[config.mk]
export PLATFORM = sky130hd
export DESIGN_NAME = device_n_fifo_arb_flat
export DESIGN_NICKNAME = d
export VERILOG_FILES = /design/src/rtl/device_n_fifo_arb_if.sv /design/src/rtl/device_n_fifo_arb.sv /design/src/flat_wrapper.sv
export SDC_FILE = /design/constraint.sdc
export NUM_CORES = 1
export LEC_CHECK = 0
export CORE_MARGIN = 2
export CORE_UTILIZATION = 55
export CTS_CLUSTER_SIZE = 24
export DETAILED_ROUTE_END_ITERATION = 16
export PLACE_DENSITY = 0.79
export SETUP_SLACK_MARGIN = 0.2
export SLEW_MARGIN = 20
export SYNTH_ARGS = -nofsm -noshare
export SYNTH_HDL_FRONTEND = slang
export SYNTH_SLANG_ARGS = --single-unit
[constraint.sdc]
create_clock -name clk -period 2.7 [get_ports clk]
set_input_delay 0.81 -clock clk [delete_from_list [all_inputs] [get_ports clk]]
set_output_delay 0.81 -clock clk [all_outputs]
set_load 0.02 [all_outputs]
[src/rtl/device_n_fifo_arb_if.sv]
// Ingress/egress bundle for device_n_fifo_arb: per-channel write strobes and
// data, egress pop, arbitration mode select, registered egress word and the
// per-channel status vectors (empty, almost_full, sticky overflow, fill).
// master = producer/consumer side, slave = the FIFO/arbiter block.
interface device_n_fifo_arb_if #(
  parameter int DATA_W = 8,
  parameter int DEPTH  = 4,
  parameter int N_CH   = 2
);
  localparam int AW = $clog2(DEPTH);
  localparam int CW = (N_CH > 1) ? $clog2(N_CH) : 1;

  logic [N_CH*DATA_W-1:0] in;
  logic [N_CH-1:0]        write;
  logic                   pop;
  logic                   rr_mode;
  logic [DATA_W-1:0]      out;
  logic                   out_valid;
  logic [CW-1:0]          out_ch;
  logic [N_CH-1:0]        empty;
  logic [N_CH-1:0]        almost_full;
  logic [N_CH-1:0]        overflow;
  logic [N_CH*(AW+1)-1:0] fill;

  modport master (
    output in, write, pop, rr_mode,
    input  out, out_valid, out_ch, empty, almost_full, overflow, fill
  );

  modport slave (
    input  in, write, pop, rr_mode,
    output out, out_valid, out_ch, empty, almost_full, overflow, fill
  );
endinterface

[src/rtl/device_n_fifo_arb.sv]
// N-channel ingress FIFOs drained through one registered egress port (RR or fixed priority).
// Latency: a word written at edge k can appear on out after edge k+1 at the earliest.
// Backpressure: egress holds while out_valid && !pop; a write to a full, undrained FIFO is dropped and flagged.
// Ports: clk, reset (async active-low), bus (slave modport: in/write/pop/rr_mode in;
//        out/out_valid/out_ch/empty/almost_full/overflow/fill out).
module device_n_fifo_arb #(
  parameter int DATA_W = 8,
  parameter int DEPTH  = 4,
  parameter int N_CH   = 2,
  parameter int AF_THR = 3
) (
  input  logic                clk,
  input  logic                reset,
  device_n_fifo_arb_if.slave  bus
);
  localparam int AW = $clog2(DEPTH);
  localparam int CW = (N_CH > 1) ? $clog2(N_CH) : 1;
  localparam logic [AW:0]   FULL_CNT = (AW+1)'(DEPTH);
  localparam logic [AW:0]   AF_CNT   = (AW+1)'(AF_THR);
  localparam logic [AW:0]   CNT_ONE  = (AW+1)'(1);
  localparam logic [AW-1:0] PTR_ONE  = AW'(1);

  logic [DATA_W-1:0] mem    [N_CH][DEPTH];
  logic [AW-1:0]     rd_ptr [N_CH];
  logic [AW-1:0]     wr_ptr [N_CH];
  logic [AW:0]       cnt    [N_CH];

  logic [N_CH-1:0]   ovf_q;
  logic [DATA_W-1:0] out_q;
  logic              out_valid_q;
  logic [CW-1:0]     out_ch_q;
  logic [CW-1:0]     rr_ptr;

  logic [N_CH-1:0]   elig;
  logic [N_CH-1:0]   drain;
  logic [N_CH-1:0]   wr_ok;
  logic [CW-1:0]     gnt;
  logic              gnt_found;
  logic              load;

  // Arbitration uses registered occupancy only, so a word written this edge
  // cannot be granted at the same edge.
  always_comb begin
    elig      = '0;
    gnt       = '0;
    gnt_found = 1'b0;
    for (int c = 0; c < N_CH; c++) begin
      elig[c] = (cnt[c] != '0);
    end
    // Round-robin: first look above the last grant, then wrap to the bottom.
    // Fixed priority skips the first pass and simply takes the lowest index.
    if (bus.rr_mode) begin
      for (int c = 0; c < N_CH; c++) begin
        if (!gnt_found && elig[c] && (CW'(c) > rr_ptr)) begin
          gnt_found = 1'b1;
          gnt       = CW'(c);
        end
      end
    end
    for (int c = 0; c < N_CH; c++) begin
      if (!gnt_found && elig[c]) begin
        gnt_found = 1'b1;
        gnt       = CW'(c);
      end
    end
  end

  assign load = (!out_valid_q || bus.pop) && gnt_found;

  // A full FIFO still accepts a write when its head is leaving this cycle.
  always_comb begin
    drain = '0;
    wr_ok = '0;
    for (int c = 0; c < N_CH; c++) begin
      drain[c] = load && (gnt == CW'(c));
      wr_ok[c] = bus.write[c] && ((cnt[c] != FULL_CNT) || drain[c]);
    end
  end

  always_ff @(posedge clk or negedge reset) begin
    if (!reset) begin
      for (int c = 0; c < N_CH; c++) begin
        rd_ptr[c] <= '0;
        wr_ptr[c] <= '0;
        cnt[c]    <= '0;
      end
      ovf_q       <= '0;
      out_q       <= '0;
      out_valid_q <= 1'b0;
      out_ch_q    <= '0;
      rr_ptr      <= CW'(N_CH - 1);
    end else begin
      for (int c = 0; c < N_CH; c++) begin
        if (wr_ok[c]) wr_ptr[c] <= wr_ptr[c] + PTR_ONE;
        if (drain[c]) rd_ptr[c] <= rd_ptr[c] + PTR_ONE;
        if (wr_ok[c] && !drain[c])      cnt[c] <= cnt[c] + CNT_ONE;
        else if (!wr_ok[c] && drain[c]) cnt[c] <= cnt[c] - CNT_ONE;
        if (bus.write[c] && !wr_ok[c]) ovf_q[c] <= 1'b1;
      end
      if (load) begin
        out_q       <= mem[gnt][rd_ptr[gnt]];
        out_ch_q    <= gnt;
        out_valid_q <= 1'b1;
        rr_ptr      <= gnt;
      end else if (bus.pop) begin
        // Consumer took the word and nothing is queued: go idle, keep data/channel.
        out_valid_q <= 1'b0;
      end
    end
  end

  // Storage needs no reset; occupancy is tracked by the pointers and counts.
  always_ff @(posedge clk) begin
    for (int c = 0; c < N_CH; c++) begin
      if (wr_ok[c]) mem[c][wr_ptr[c]] <= bus.in[c*DATA_W +: DATA_W];
    end
  end

  always_comb begin
    bus.fill        = '0;
    bus.empty       = '0;
    bus.almost_full = '0;
    for (int c = 0; c < N_CH; c++) begin
      bus.fill[c*(AW+1) +: (AW+1)] = cnt[c];
      bus.empty[c]                 = (cnt[c] == '0);
      bus.almost_full[c]           = (cnt[c] >= AF_CNT);
    end
  end

  assign bus.out       = out_q;
  assign bus.out_valid = out_valid_q;
  assign bus.out_ch    = out_ch_q;
  assign bus.overflow  = ovf_q;
endmodule

[src/flat_wrapper.sv]
// flat-port wrapper written by rule: the top's interface ports become plain ports
module device_n_fifo_arb_flat 
#(
  parameter int DATA_W = 8,
  parameter int DEPTH  = 4,
  parameter int N_CH   = 2,
  parameter int AF_THR = 3
)
  (clk, reset, bus_in, bus_write, bus_pop, bus_rr_mode, bus_out, bus_out_valid, bus_out_ch, bus_empty, bus_almost_full, bus_overflow, bus_fill);
  device_n_fifo_arb_if #(.DATA_W(DATA_W), .DEPTH(DEPTH), .N_CH(N_CH)) bus_i ();
  input  logic clk;
  input  logic reset;
  input wire logic [$bits(bus_i.in)-1:0] bus_in;
  input wire logic [$bits(bus_i.write)-1:0] bus_write;
  input wire logic [$bits(bus_i.pop)-1:0] bus_pop;
  input wire logic [$bits(bus_i.rr_mode)-1:0] bus_rr_mode;
  output wire logic [$bits(bus_i.out)-1:0] bus_out;
  output wire logic [$bits(bus_i.out_valid)-1:0] bus_out_valid;
  output wire logic [$bits(bus_i.out_ch)-1:0] bus_out_ch;
  output wire logic [$bits(bus_i.empty)-1:0] bus_empty;
  output wire logic [$bits(bus_i.almost_full)-1:0] bus_almost_full;
  output wire logic [$bits(bus_i.overflow)-1:0] bus_overflow;
  output wire logic [$bits(bus_i.fill)-1:0] bus_fill;
  assign bus_i.in = bus_in;
  assign bus_i.write = bus_write;
  assign bus_i.pop = bus_pop;
  assign bus_i.rr_mode = bus_rr_mode;
  assign bus_out = bus_i.out;
  assign bus_out_valid = bus_i.out_valid;
  assign bus_out_ch = bus_i.out_ch;
  assign bus_empty = bus_i.empty;
  assign bus_almost_full = bus_i.almost_full;
  assign bus_overflow = bus_i.overflow;
  assign bus_fill = bus_i.fill;
  device_n_fifo_arb #(.DATA_W(DATA_W), .DEPTH(DEPTH), .N_CH(N_CH), .AF_THR(AF_THR)) u_core (.clk(clk), .reset(reset), .bus(bus_i));
endmodule
# After elaboration in Yosys (flattened, before gate mapping)
# Memory sizes are Yosys's and may differ from the RTL's.
# Index checks and enable logic that the tools add are counted.
# Widths: inputs -> output; s select.
[op_classes]
order_cmp = 10
bitwise = 5
n_reduce_logical = 36
eq_ne = 2
n_mux = 30
addsub = 8
[op_table]
columns = ["op", "n"]
rows = [
  ["$mux 32", 2],
  ["$demux 8 s2", 2],
  ["$mux 8", 4],
  ["$logic_and 1x1->1", 18],
  ["$bmux 8 s2", 1],
  ["$mux 1", 14],
  ["$mux 3", 4],
  ["$ge 3x3->1 const B", 3],
  ["$not 2->3", 3],
  ["$add 2x1->2 const B", 4],
  ["$logic_not 1->1", 8],
  ["$add 3x1->3 const B", 2],
  ["$ge 3x2->1 const B", 2],
  ["$logic_not 3->1", 2],
  ["$lt 3x1->1 const B", 2],
  ["$mux 2", 3],
  ["$ne 3x3->1 const B", 2],
  ["$reduce_bool 2->1", 3],
  ["$reduce_bool 3->1", 2],
  ["$sub 3x1->3 const B", 2],
  ["$logic_or 1x1->1", 3],
  ["$ge 2x2->1 const B", 1],
  ["$gt 1x1->1 const A", 2],
  ["$not 1->2", 1],
  ["$not 1->1", 1],
]
[word_totals]
input_bits = 22
output_inout_bits = 22
mem_bits_rw = 64
memories = 1
elab_cells = 104
ff_bits = 27
[memory_table]
columns = ["memory", "depth", "word_bits", "read_ports", "rd_clocked_by_memory_dff", "wr", "line", "rtl"]
rows = [
  ["u_core.mem", 2, 32, 1, 0, 2, "device_n_fifo_arb.sv:23", "logic [DATA_W-1:0] mem [N_CH][DEPTH];"],
]

# Logic depth before layout (Yosys ltp)
# Gate-level depths: netlist of the first run.
[depth]
word_depth = 23
ltp_mapped = 10

# Worst setup path before layout of the first run
# Ideal clock, no wire load.
[synth_timing]
path_type = "input to register"
startpoint = "in bus_rr_mode"
endpoint = "reg u_core.cnt (netlist bit u_core.bus.fill[5])"
cell_stages = 8
setup_time_ns = 0.081
slack_ns = 0.181
t_arrival_ns = 2.439
n_path_buf = 0
cell_sequence = "and2b_2 -> o211ai_1 -> ha_1 -> inv_1 -> fa_1 -> xor2_1 -> nor2_1 -> xor2_1"
[synth_via]
elab_chain_len = 14
elab_cells_between_ends = 20
cone_classes = "mux: 7; reduce/logical: 13"
[synth_lines]
columns = ["element", "line", "rtl"]
rows = [
  ["start, declared", "flat_wrapper.sv:16", "input wire logic [$bits(bus_i.rr_mode)-1:0] bus_rr_mode;"],
  ["$mux 1", "device_n_fifo_arb.sv:52", "if (bus.rr_mode) begin"],
  ["$logic_not 1->1", "device_n_fifo_arb.sv:61", "if (!gnt_found && elig[c]) begin"],
  ["$logic_and 1x1->1", "device_n_fifo_arb.sv:61", ""],
  ["$mux 1", "device_n_fifo_arb.sv:61", ""],
  ["$logic_not 1->1", "device_n_fifo_arb.sv:61", ""],
  ["$logic_and 1x1->1", "device_n_fifo_arb.sv:61", ""],
  ["$mux 1", "device_n_fifo_arb.sv:61", ""],
  ["$logic_and 1x1->1", "device_n_fifo_arb.sv:68", "assign load = (!out_valid_q || bus.pop) && gnt_found;"],
  ["$logic_and 1x1->1 (*)", "device_n_fifo_arb.sv:75", "drain[c] = load && (gnt == CW'(c));"],
  ["$logic_or 1x1->1", "device_n_fifo_arb.sv:76", "wr_ok[c] = bus.write[c] && ((cnt[c] != FULL_CNT) || drain[c]);"],
  ["$logic_and 1x1->1", "device_n_fifo_arb.sv:76", ""],
  ["$logic_not 1->1", "device_n_fifo_arb.sv:97", "else if (!wr_ok[c] && drain[c]) cnt[c] <= cnt[c] - CNT_ONE;"],
  ["$logic_and 1x1->1", "device_n_fifo_arb.sv:97", ""],
  ["$reduce_bool 2->1 (no line)", "n/a", ""],
  ["end signal, assigned by index", "device_n_fifo_arb.sv:96", "if (wr_ok[c] && !drain[c]) cnt[c] <= cnt[c] + CNT_ONE;"],
  ["end signal, assigned by index", "device_n_fifo_arb.sv:97", ""],
  ["end, declared", "device_n_fifo_arb.sv:26", "logic [AW:0] cnt [N_CH];"],
]
# Mark *: on every way between the ends. The rest lies on a longest branch, timed or not.
# A chain may end at the register's enable or synchronous reset.

# Worst setup path after layout of the first run
[layout_timing]
startpoint = "in bus_pop"
endpoint = "reg u_core.cnt (netlist bit u_core.bus.fill[1])"
[layout_via]
elab_chain_len = 8
elab_cells_between_ends = 11
cone_classes = "mux: 1; reduce/logical: 10"
[layout_lines]
columns = ["element", "line", "rtl"]
rows = [
  ["start, declared", "flat_wrapper.sv:15", "input wire logic [$bits(bus_i.pop)-1:0] bus_pop;"],
  ["$logic_or 1x1->1 (*)", "device_n_fifo_arb.sv:68", ""],
  ["$logic_and 1x1->1 (*)", "device_n_fifo_arb.sv:68", ""],
  ["$logic_and 1x1->1 (*)", "device_n_fifo_arb.sv:75", ""],
  ["$logic_or 1x1->1 (*)", "device_n_fifo_arb.sv:76", ""],
  ["$logic_and 1x1->1 (*)", "device_n_fifo_arb.sv:76", ""],
  ["via u_core.wr_ok[0]", "device_n_fifo_arb.sv:36", "logic [N_CH-1:0] wr_ok;"],
  ["$logic_not 1->1", "device_n_fifo_arb.sv:97", ""],
  ["$logic_and 1x1->1", "device_n_fifo_arb.sv:97", ""],
  ["$reduce_bool 2->1 (no line)", "n/a", ""],
]
# Mark *: on every way through the listed nets, which the timed path passes. The rest lies on a longest branch.

==> impl_results.md, run 1 <==
* Status: completed
* CTS Hold Bufs at 0
* Seq/Total Area, Yosys at 69.0%
* Hold Fails Final Rpt at 0
* Die Y at 86.8 um
* Starting density of the core at 56.1%
* Clock Power Share at 20.2%
* DR vias at 1993
* RSZ-0062 raised after global routing: yes
* Async S/R FF share, synth at 29.7%
* Num CTS Buffers at 9
* Post-placement cell count at 351
* Startpoint type of the worst setup path: input port
* CTS Sinks at 91
* Pint at 3.61 mW
* Root buf cell: clkbuf_8
* Final #Nets at 318
* Seq pwr share at 42.1%
* Vias/cell at 5.40
* Setup Viol. Count Final at 0
* P_sw at 1.71 mW
* FF-to-FF path depth at 9
* Critical Path AT at 2.69 ns
* Port Buf Inserts at 43
* P&R area growth vs syn at 24.8%
* Mux share of post-synthesis cell area at 13.0%
* Finished Layout Cells at 369
* Synth Area in Adders at 4.39%
* Clock buffer depth at 2
* Core area at 0.00672 mm^2
* Comb power frac at 37.7%
* Reg2reg end: u_core.bus.fill[2]
* Sw Share at 32.1%
* Gpl congestion at 0.780
* H-Tree Depth at 3
* Peak VDD IR at 0.642 mV
* HP Class: reg2reg
* Critical path class: in2reg
* Placed cell areas at 0.00444 mm^2
* Final ANT Viol Nets at 0
* Cells after Synth at 211
* WP data required at 2.93 ns
* Simple-gate area share of the yosys netlist at 4.45%
* Post-Synth XOR/XNOR Area at 2.79%
* Seq cells post-synth at 91
* Main combinational cell family by area after synthesis: multiplexers
* Core Rows at 30
* Min Tclk post-route at 2.46 ns
* Total Wirelength at 6.51 mm
* Pin count of the biggest net entering global routing at 28
* Die Area at 0.00753 mm^2
* Total number of yosys warnings at 0
* Syn Nets at 245
* Number of synthesized flops with an enable pin at 64
* CP Max Fanout at 3
* IO Count at 44
* CTS tree: built
* Clk slew on worst S/H paths at 0.08 ns
* Clock latency on the worst-skew pair at 0.34 ns
* Worst Hold End: u_core.bus.overflow[0]
* DP Wirelength at 4.58 mm
* Fin area at 0.00470 mm^2
* Total GRT Usage at 18.9%
* Critical Path Max Stage Delay at 0.42 ns
* Min-delay src: u_core.bus.overflow[0]
* Worst slew pin tran at 0.600 ns
* Fin. max-slew vios at 0
* Filler instances at 420
* Share of cells above drive strength 1 at 28.4%
* Die W at 86.8 um
* Rel. slew slack at 60.0%
* Number of diodes at 0
* WHS Path Cells at 1
* Drt initial violations at 158
* First-pass GRT wire length at 10.4 mm
* Gr ovfl total at 0
* FMAX at 0.407 GHz
* Post-synth top flop: edfxtp_1
* CP max stage cell: clkdlybuf4s50_1
* Max cap viols at 0
* Yosys cell types at 37
* Crit path cell chain: clkdlybuf4s50_1 -> nor2b_1 -> a21oi_2 -> o21a_2 -> ha_1 -> inv_1 -> fa_1 -> mux2_2
* Syn Std Cell Area at 0.00377 mm^2
* Reg2reg start: u_core.bus.fill[4]
* Crit. End Element: flop
* Wire per inst at 17.6 um
* Fin crit share at 91.0%
* Register-to-register setup slack at 0.39 ns
* Post-route DRC at 0
* Syn Area/Cell at 17.8 um^2
* Vias in the first global route at 2077
* Compound-cell area share of the yosys netlist at 4.45%
* Pwr dens at 1130 mW/mm^2
* Clk_skew at 0.00514 ns
* Static leakage at 1.79 nW
* First-pass DRT Iterations at 5
* Initial antenna violation count at 0
## routing by layer
metal | vias up | track usage (%) | part of all wire, %
met5 | - | 0 | 0
met4 | 0 | 8.52 | 1.1
met3 | 5 | 2.57 | 4.1
met2 | 61 | 30.1 | 51
met1 | 995 | 26.5 | 43
li1 | 932 | - | -
## state kept, by name, indices dropped and copies added, names as in the netlist
| signal | flops |
|---|---|
| u_core.bus.out_valid | 1 |
| u_core.bus.overflow | 2 |
| u_core.rd_ptr | 4 |
| u_core.wr_ptr | 4 |
| u_core.bus.out | 8 |
| u_core.bus.out_ch | 1 |
| u_core.rr_ptr | 1 |
| u_core.bus.fill | 6 |
| u_core.mem | 64 |
## through the flow
| stage | util [%] | hold WS [ns] | total power, mW | worst slack [ns] | TNS, ns |
|---|---|---|---|---|---|
| floorplan | - | 0.458 | 3.47 | 0.182 | 0 |
| global placement | 66.1 | 0.455 | 4.21 | -0.190 | -0.602 |
| detailed placement | 66.1 | 0.453 | 4.28 | -0.195 | -0.657 |
| CTS | 69.8 | 0.478 | 5.37 | 0.226 | 0 |
| global route | 69.9 | 0.504 | 5.61 | 0.164 | 0 |
| finish | 69.9 | 0.475 | 5.32 | 0.244 | 0 |
## cell usage in the layout (no fill, tap or decap), types with 8 or more instances in the layout
cell type,count
mux4_2,16
buf_4,24
a21oi_1,8
mux2i_1,8
edfxtp_1,64
ha_1,9
dfrtp_1,24
clkdlybuf4s50_1,40
nor2_1,13
inv_1,11
clkbuf_8,9
## power by group through the flow
stage               Sequential (mW)  Clock [mW]  Combinational [mW]
detailed placement             2.28           0                2.00
finish                         2.24        1.08                2.01
CTS                            2.25        1.09                2.03
floorplan                      2.28           0                1.19
global route                   2.30        1.14                2.17
global placement               2.25           0                1.96
## cells in the mapped netlist (3+ instances only)
| library cell | number | share of area (%) |
|---|---|---|
| edfxtp_1 | 64 | 51 |
| mux2_2 | 3 | 0.90 |
| nor2_1 | 13 | 1.3 |
| and2_2 | 4 | 0.80 |
| xnor2_1 | 7 | 1.6 |
| a21oi_1 | 8 | 1.1 |
| mux2i_1 | 8 | 2.1 |
| dfrtp_1 | 26 | 17 |
| inv_1 | 11 | 1.1 |
| mux4_2 | 16 | 9.6 |
| xor2_1 | 5 | 1.2 |
| and2_1 | 4 | 0.66 |
| ha_1 | 10 | 3.3 |
## critical path: cells and delay by family
family | cells | cell delay [ns]
adder cells (fa/ha/maj) | 2 | 0.60
buffers and inverters | 2 | 0.49
AO/OA/AOI/OAI | 2 | 0.30
multiplexers | 1 | 0.26
AND/OR/NAND/NOR | 1 | 0.23
## how the worst max path moves through the flow
stage                                  start  slack, ns  cells past startpoint            endpoint
after floorplan                  bus_rr_mode       0.18                      8  u_core.bus.fill[5]
after global placement           bus_rr_mode      -0.19                     10  u_core.bus.fill[2]
after detailed placement         bus_rr_mode      -0.19                     10  u_core.bus.fill[2]
after CTS                 u_core.bus.fill[4]       0.23                      3        bus_empty[1]
after global routing                 bus_pop       0.16                      8  u_core.bus.fill[1]
final                                bus_pop       0.24                      8  u_core.bus.fill[1]
## timing repair
action	in CTS	in global routing
pin swaps	3	2
endpoints found under the setup margin	5	3
endpoints found under the hold margin	0	0
setup buffers	1	1
cloned	0	0
resized for setup	6	4
## cell type report
cell class	count	area (um^2)	area share, %
timing repair buffer	67	604	12.9
clock inverter	6	113	2.40
multi-input combinational	103	1100	23.5
inverter	12	50.0	1.07
clock buffer	10	128	2.72
sequential	91	2600	55.4
tap	80	100	2.13
## cell families after synthesis
kind of cell | after synthesis
mux | 28
compound gates | 21
xor+xnor | 12
fa+ha+maj | 12
buf+inv | 17
simple gates | 30
flops | 91
No activity file was read; power rests on OpenSTA's default activity.
==> inputs of run 2 (changes only) <==
CORE_UTILIZATION = 60   (was 55)
DONT_BUFFER_PORTS = 1   (was not set)
PLACE_DENSITY = 0.76   (was 0.79)
==> run 2 against run 1 <==
Core utilization down 0.79 points. Sequential share of layout area up 7.4 points. Global-route usage up 0.99 points. Critical path type is now reg2reg. Highest routed layer unchanged.
==> impl_results.md, run 2 (synthesis results as in run 1) <==
* Status: completed
* WP data required at 2.98 ns (+0.05 ns)
* Crit. End Element: flop
* Worst slew pin tran at 0.716 ns (+0.117 ns)
* Final ANT Viol Nets at 0 (unchanged)
* Routed wl met3 at 399 um (+51%)
* Core area at 0.00599 mm^2 (-11%)
* CP Max Fanout at 7 (+4)
* CTS Sinks at 91 (unchanged)
* Crit. Startpoint: u_core.rr_ptr
* Top Metal Used: met4
* Critical Path Max Stage Delay at 0.54 ns (+0.12 ns)
* Wire per inst at 20.9 um (+18%)
* Setup Total Neg Slack at 0 ns (unchanged)
* Peak VDD IR at 0.842 mV (+31%)
* Clk slew on worst S/H paths at 0.09 ns (about the same)
* Final #Nets at 259 (-19%)
* Starting density of the core at 62.9% (+6.8 points)
* Number of diodes at 0 (unchanged)
* RSZ-0062 raised after global routing: no
* Total Wirelength at 6.36 mm (-2.2%)
* M1 WL at 2.56 mm (-9.5%)
* Post-route DRC at 0 (unchanged)
* Clk_skew at 0.00723 ns (+0.00209 ns)
* Crit path cell chain: and2b_2 -> a21oi_4 -> o21a_4 -> ha_1 -> inv_1 -> fa_1 -> xor2_1 -> nor2_1 -> xor2_1
* Commonest non-fill, non-tap cell in the layout: edfxtp_1
* Met2 wire length at 3.23 mm (-3.3%)
* Pin count of the biggest net entering global routing at 28 (unchanged)
* Initial antenna violation count at 0 (unchanged)
* H-Tree Depth at 3 (unchanged)
* Share of cells above drive strength 1 at 27.8% (-0.55 points)
* Setup ws final at 0.387 ns (+0.143 ns)
* CP max stage cell: dfstp_2
* Min Tclk post-route at 2.31 ns (-0.143 ns)
* Fin. max-slew vios at 0 (unchanged)
* Fin crit share at 85.7% (-5.3 points)
* Reg2reg start: u_core.rr_ptr
* CTS tree: built
* Pwr dens at 1180 mW/mm^2 (+3.8%)
* DP Worst Slack at 0.0838 ns (+0.279 ns)
* P&R area growth vs syn at 9.97%
* Reg2reg end: u_core.bus.fill[2]
* Hold Fails Final Rpt at 0 (unchanged)
* Total GRT Usage at 19.9% (+0.99 points)
* Die Area at 0.00693 mm^2 (-8.0%)
* Drt initial violations at 128 (-19%)
* Critical Path AT at 2.59 ns (-0.10 ns)
* Die Y at 83.2 um (-4.1%)
* Port Buf Inserts at 0 (-100%)
* Largest register FFs at 64 (unchanged)
* Clock buffer depth at 2 (unchanged)
* CTS Hold Bufs at 0 (unchanged)
* HP Class: in2async
* First-pass DRT Iterations at 4 (-1)
* DP Wirelength at 4.59 mm (+0.15%)
* Register-to-register setup slack at 0.39 ns (about the same)
* FF-to-FF path depth at 9 (unchanged)
* Core Rows at 28 (-6.7%)
* Root buf cell: clkbuf_8
* Rel. slew slack at 52.3% (-7.8 points)
* Critical path class: reg2reg
* Static leakage at 1.54 nW (-14%)
* Vias in the first global route at 1968 (-5.2%)
* DR vias at 1807 (-9.3%)
* First-pass GRT wire length at 10.3 mm (-1.0%)
* Max cap viols at 0 (unchanged)
* Die W at 83.2 um (-4.1%)
* Startpoint type of the worst setup path: flop
* Most frequent cells in the layout: edfxtp_1 (64), dfrtp_1 (26), mux4_2 (16)
* Vias/cell at 5.92 (+9.7%)
* Setup Viol. Count Final at 0 (unchanged)
* Critical path's most frequent cell: xor2_1
* Num CTS Buffers at 9 (unchanged)
* FMAX at 0.432 GHz (+6.2%)
* CP Capture Point: u_core.bus.fill[2]
* Gr ovfl total at 0 (unchanged)
* Gpl congestion at 0.748 (-4.1%)
* Clock latency on the worst-skew pair at 0.35 ns (about the same)
* IO Count at 44 (unchanged)
==> run 2: changes by cell type in the layout (fill, tap and decap cells not counted), sizes merged <==
cell	previous run	this run
dlygate4sd2	1	0
bufinv	3	2
clkdlybuf4s50	40	0
buf	25	8
clkinv	2	3
clkdlybuf4s15	1	0
==> run 2: metrics by stage <==
stage | std cells | instance area [um^2] | hold slack (ns) | utilization [%] | total power [mW]
global placement | 288 | 3890 | 0.477 | 65.0 | 3.77
CTS | 304 | 4120 | 0.123 | 68.8 | 4.91
finish | 305 | 4140 | 0.136 | 69.1 | 4.87
detailed placement | 288 | 3890 | 0.506 | 65.0 | 3.90
global route | 305 | 4140 | 0.112 | 69.1 | 5.16
floorplan | 211 | 3770 | 0.458 | - | 3.47
==> run 2: worst max-delay path: cells and delay by family (launching register included) <==
family	cells	cell delay, ns
xor+xnor	2	0.30
simple gates	2	0.38
flops	1	0.54
compound gates	2	0.37
fa+ha+maj	2	0.57
buf+inv	1	0.06
==> run 2: power breakdown <==
part | leakage [nW] | internal, mW | switching (mW)
combinational | 0.529 | 0.749 | 0.781
sequential | 0.890 | 1.92 | 0.414
clock | 0.117 | 0.548 | 0.459
==> run 2: worst min-delay path by stage <==
stage / to / slack [ns] / depth (start not counted)
3_5_place_dp: u_core.rr_ptr / 0.51 / 2
3_3_place_gp: u_core.rr_ptr / 0.48 / 2
6_report: u_core.bus.out[7] / 0.14 / 0
5_1_grt: u_core.bus.out[7] / 0.11 / 0
2_1_floorplan: u_core.rr_ptr / 0.46 / 2
4_1_cts: u_core.bus.out[7] / 0.12 / 0
==> run 2: what timing repair did <==
action                                  4_1_cts  5_1_grt
endpoints found under the setup margin        0        2
setup buffers                                 0        1
resized for setup                             0        2
==> run 2: cell type report <==
cell class                 instances  area, um^2
timing repair buffer               8        60.1
inverter                          12        50.0
clock inverter                     6        87.6
fill                             376        1850
sequential                        91        2600
multi-input combinational        103        1110
tap                               75        93.8
clock buffer                      10         138
==> run 2: routing by layer <==
metal,vias up,track usage (%)
li1,816,-
met1,922,24.7
met2,54,32.2
met3,15,6.16
met4,0,9.54
met5,-,0
==> inputs of run 3 (changes only) <==
REMOVE_ABC_BUFFERS = 1   (was not set)
==> run 3 against run 2 <==
Hold slack better by 0.0054 ns. Clock power about the same. Largest cell class unchanged. Sequential power about the same. First-iteration DRC count increased by 7.8%. Largest power group unchanged. Critical path type unchanged. Die area unchanged.
==> impl_results.md, run 3 (synthesis results as in run 1) <==
* CTS Sinks at 91 (unchanged)
* Static leakage at 1.53 nW (-0.18%)
* HP Class: in2async
* Pin count of the biggest net entering global routing at 28 (unchanged)
* Gr ovfl total at 0 (unchanged)
* Setup Viol. Count Final at 0 (unchanged)
* Drt initial violations at 138 (+7.8%)
* Critical Path AT at 2.63 ns (+0.04 ns)
* Initial antenna violation count at 0 (unchanged)
* Sw Share at 34.3% (+0.36 points)
* Startpoint type of the worst setup path: flop
* Number of diodes at 0 (unchanged)
* Worst slew pin tran at 0.821 ns (+0.105 ns)
* Seq pwr share at 48.0% (about the same)
* WHS at 0.142 ns (+0.00538 ns)
* CTS Hold Bufs at 0 (unchanged)
* Fin crit share at 86.9% (+1.3 points)
* Total GRT Usage at 20.0% (+0.091 points)
* Port Buf Inserts at 0 (unchanged)
* Starting density of the core at 62.9% (unchanged)
* Commonest non-fill, non-tap cell in the layout: edfxtp_1
* Clock latency on the worst-skew pair at 0.35 ns (about the same)
* Vias in the first global route at 2000 (+1.6%)
* Rel. slew slack at 45.3% (-7.0 points)
* Peak VDD IR at 0.704 mV (-16%)
* Status: completed
* Min Tclk post-route at 2.35 ns (+0.0339 ns)
* CP max stage cell: or3_4
* Critical path's most frequent cell: xor2_1
* Vias/cell at 5.96 (+0.67%)
* Pint at 3.19 mW (-1.0%)
* RSZ-0062 raised after global routing: no
* DP Wirelength at 4.55 mm (-0.75%)
* Largest register FFs at 64 (unchanged)
* First-pass GRT wire length at 10.3 mm (+0.20%)
* H-Tree Depth at 3 (unchanged)
* IO Count at 44 (unchanged)
* Crit path cell chain: or3_4 -> inv_6 -> o21ai_4 -> a31oi_4 -> ha_2 -> inv_1 -> fa_1 -> xor2_1 -> nor2_1 -> xor2_1
* Crit. End Element: flop
* Core area at 0.00599 mm^2 (unchanged)
* Total Wirelength at 6.39 mm (+0.36%)
* P_sw at 1.66 mW (+0.55%)
* Wire per inst at 20.9 um (about the same)
* Num CTS Buffers at 9 (unchanged)
* Most frequent cells in the layout: edfxtp_1 (64), dfrtp_1 (26), mux4_2 (16)
* Root buf cell: clkbuf_8
* Comb power frac at 31.6% (+0.2 points)
* Die Y at 83.2 um (unchanged)
* Critical Path Max Stage Delay at 0.42 ns (-0.12 ns)
* Post-route DRC at 0 (unchanged)
* Hold Fails Final Rpt at 0 (unchanged)
* Pwr dens at 1180 mW/mm^2 (about the same)
* Die Area at 0.00693 mm^2 (unchanged)
* Final ANT Viol Nets at 0 (unchanged)
* Critical path class: reg2reg
* Final #Nets at 260 (+0.39%)
* Core Rows at 28 (unchanged)
* CP Max Fanout at 6 (-1)
* DR vias at 1825 (+1.0%)
* Clock Power Share at 20.3% (-0.4 points)
* Max cap viols at 0 (unchanged)
* Fin. max-slew vios at 0 (unchanged)
* Die W at 83.2 um (unchanged)
* Share of cells above drive strength 1 at 27.3% (-0.55 points)
* FMAX at 0.426 GHz (-1.4%)
* Clk slew on worst S/H paths at 0.09 ns (about the same)
* Setup Total Neg Slack at 0 ns (unchanged)
* Clk_skew at 0.00567 ns (-0.00156 ns)
* P&R area growth vs syn at 9.47%
* CTS tree: built
* WP data required at 2.98 ns (about the same)
* Gpl congestion at 0.822 (+10%)
* Clock buffer depth at 2 (unchanged)
* First-pass DRT Iterations at 4 (unchanged)
## run 3: cell types whose count changed in the layout (fill, tap and decap cells not counted)
cell	previous run	this run
a21oi_2	1	2
a21oi_4	1	0
buf_4	8	9
clkbuf_8	10	9
clkinv_1	0	1
fa_1	1	2
fa_2	1	0
o21a_2	0	1
o21a_4	1	0
## run 3: layout make-up
type | instances | area [um^2]
tap | 75 | 93.8
fill | 383 | 1870
multi-input combinational | 103 | 1100
clock buffer | 9 | 124
clock inverter | 7 | 91.3
timing repair buffer | 9 | 67.6
sequential | 91 | 2600
inverter | 12 | 50.0
## run 3: through the flow
| stage | worst slack [ns] | instances | util (%) | total power, mW | instance area [um^2] |
|---|---|---|---|---|---|
| 2_1_floorplan | 0.181 | 206 | - | 3.44 | 3740 |
| 3_3_place_gp | 0.196 | 288 | 64.9 | 3.76 | 3890 |
| 3_5_place_dp | 0.0740 | 288 | 64.9 | 3.91 | 3890 |
| 4_1_cts | 0.236 | 304 | 68.6 | 4.89 | 4110 |
| 5_1_grt | 0.247 | 306 | 68.8 | 5.13 | 4120 |
| 6_report | 0.353 | 306 | 68.8 | 4.85 | 4120 |
## run 3: timing repair
| item | in CTS | in global routing |
|---|---|---|
| pin swaps | 1 | 2 |
| resized for setup | 1 | 0 |
| setup buffers | 0 | 2 |
| endpoints found under the setup margin | 1 | 2 |
## run 3: final timing paths
path,startpoint,to,slack (ns),depth (start not counted)
worst max-delay path,u_core.bus.fill[2],u_core.bus.fill[5],0.35,10
worst min-delay path,reset,u_core.bus.out[4],0.14,0
worst max register to register,u_core.bus.fill[2],u_core.bus.fill[5],0.35,10
max in group asynchronous,reset,u_core.rr_ptr,2.37,0
min in group clk,u_core.rr_ptr,u_core.rr_ptr,0.52,2
worst min register to register,u_core.rr_ptr,u_core.rr_ptr,0.52,2
## run 3: critical path: cells and delay by family (launching register included)
family                   cells  cell delay, ns
AND/OR/NAND/NOR              2            0.53
adder cells (fa/ha/maj)      2            0.59
XOR/XNOR                     2            0.32
buffers and inverters        2            0.18
AO/OA/AOI/OAI                2            0.25
flip-flops                   1            0.39
## run 3: per-layer routing
layer	part of all wire, %	track usage, %	vias to the layer above	wire length (um)
li1	-	-	817	-
met5	0	0	-	0
met3	7.0	7.46	12	449
met1	40	24.1	940	2560
met2	51	33.7	56	3280
met4	1.4	6.41	0	92
## run 3: power groups by stage
stage | clock network (mW) | logic, mW | registers, mW
floorplan | 0 | 1.07 | 2.37
global placement | 0 | 1.43 | 2.33
detailed placement | 0 | 1.54 | 2.37
CTS | 0.999 | 1.55 | 2.34
global route | 1.05 | 1.69 | 2.39
finish | 0.986 | 1.53 | 2.33
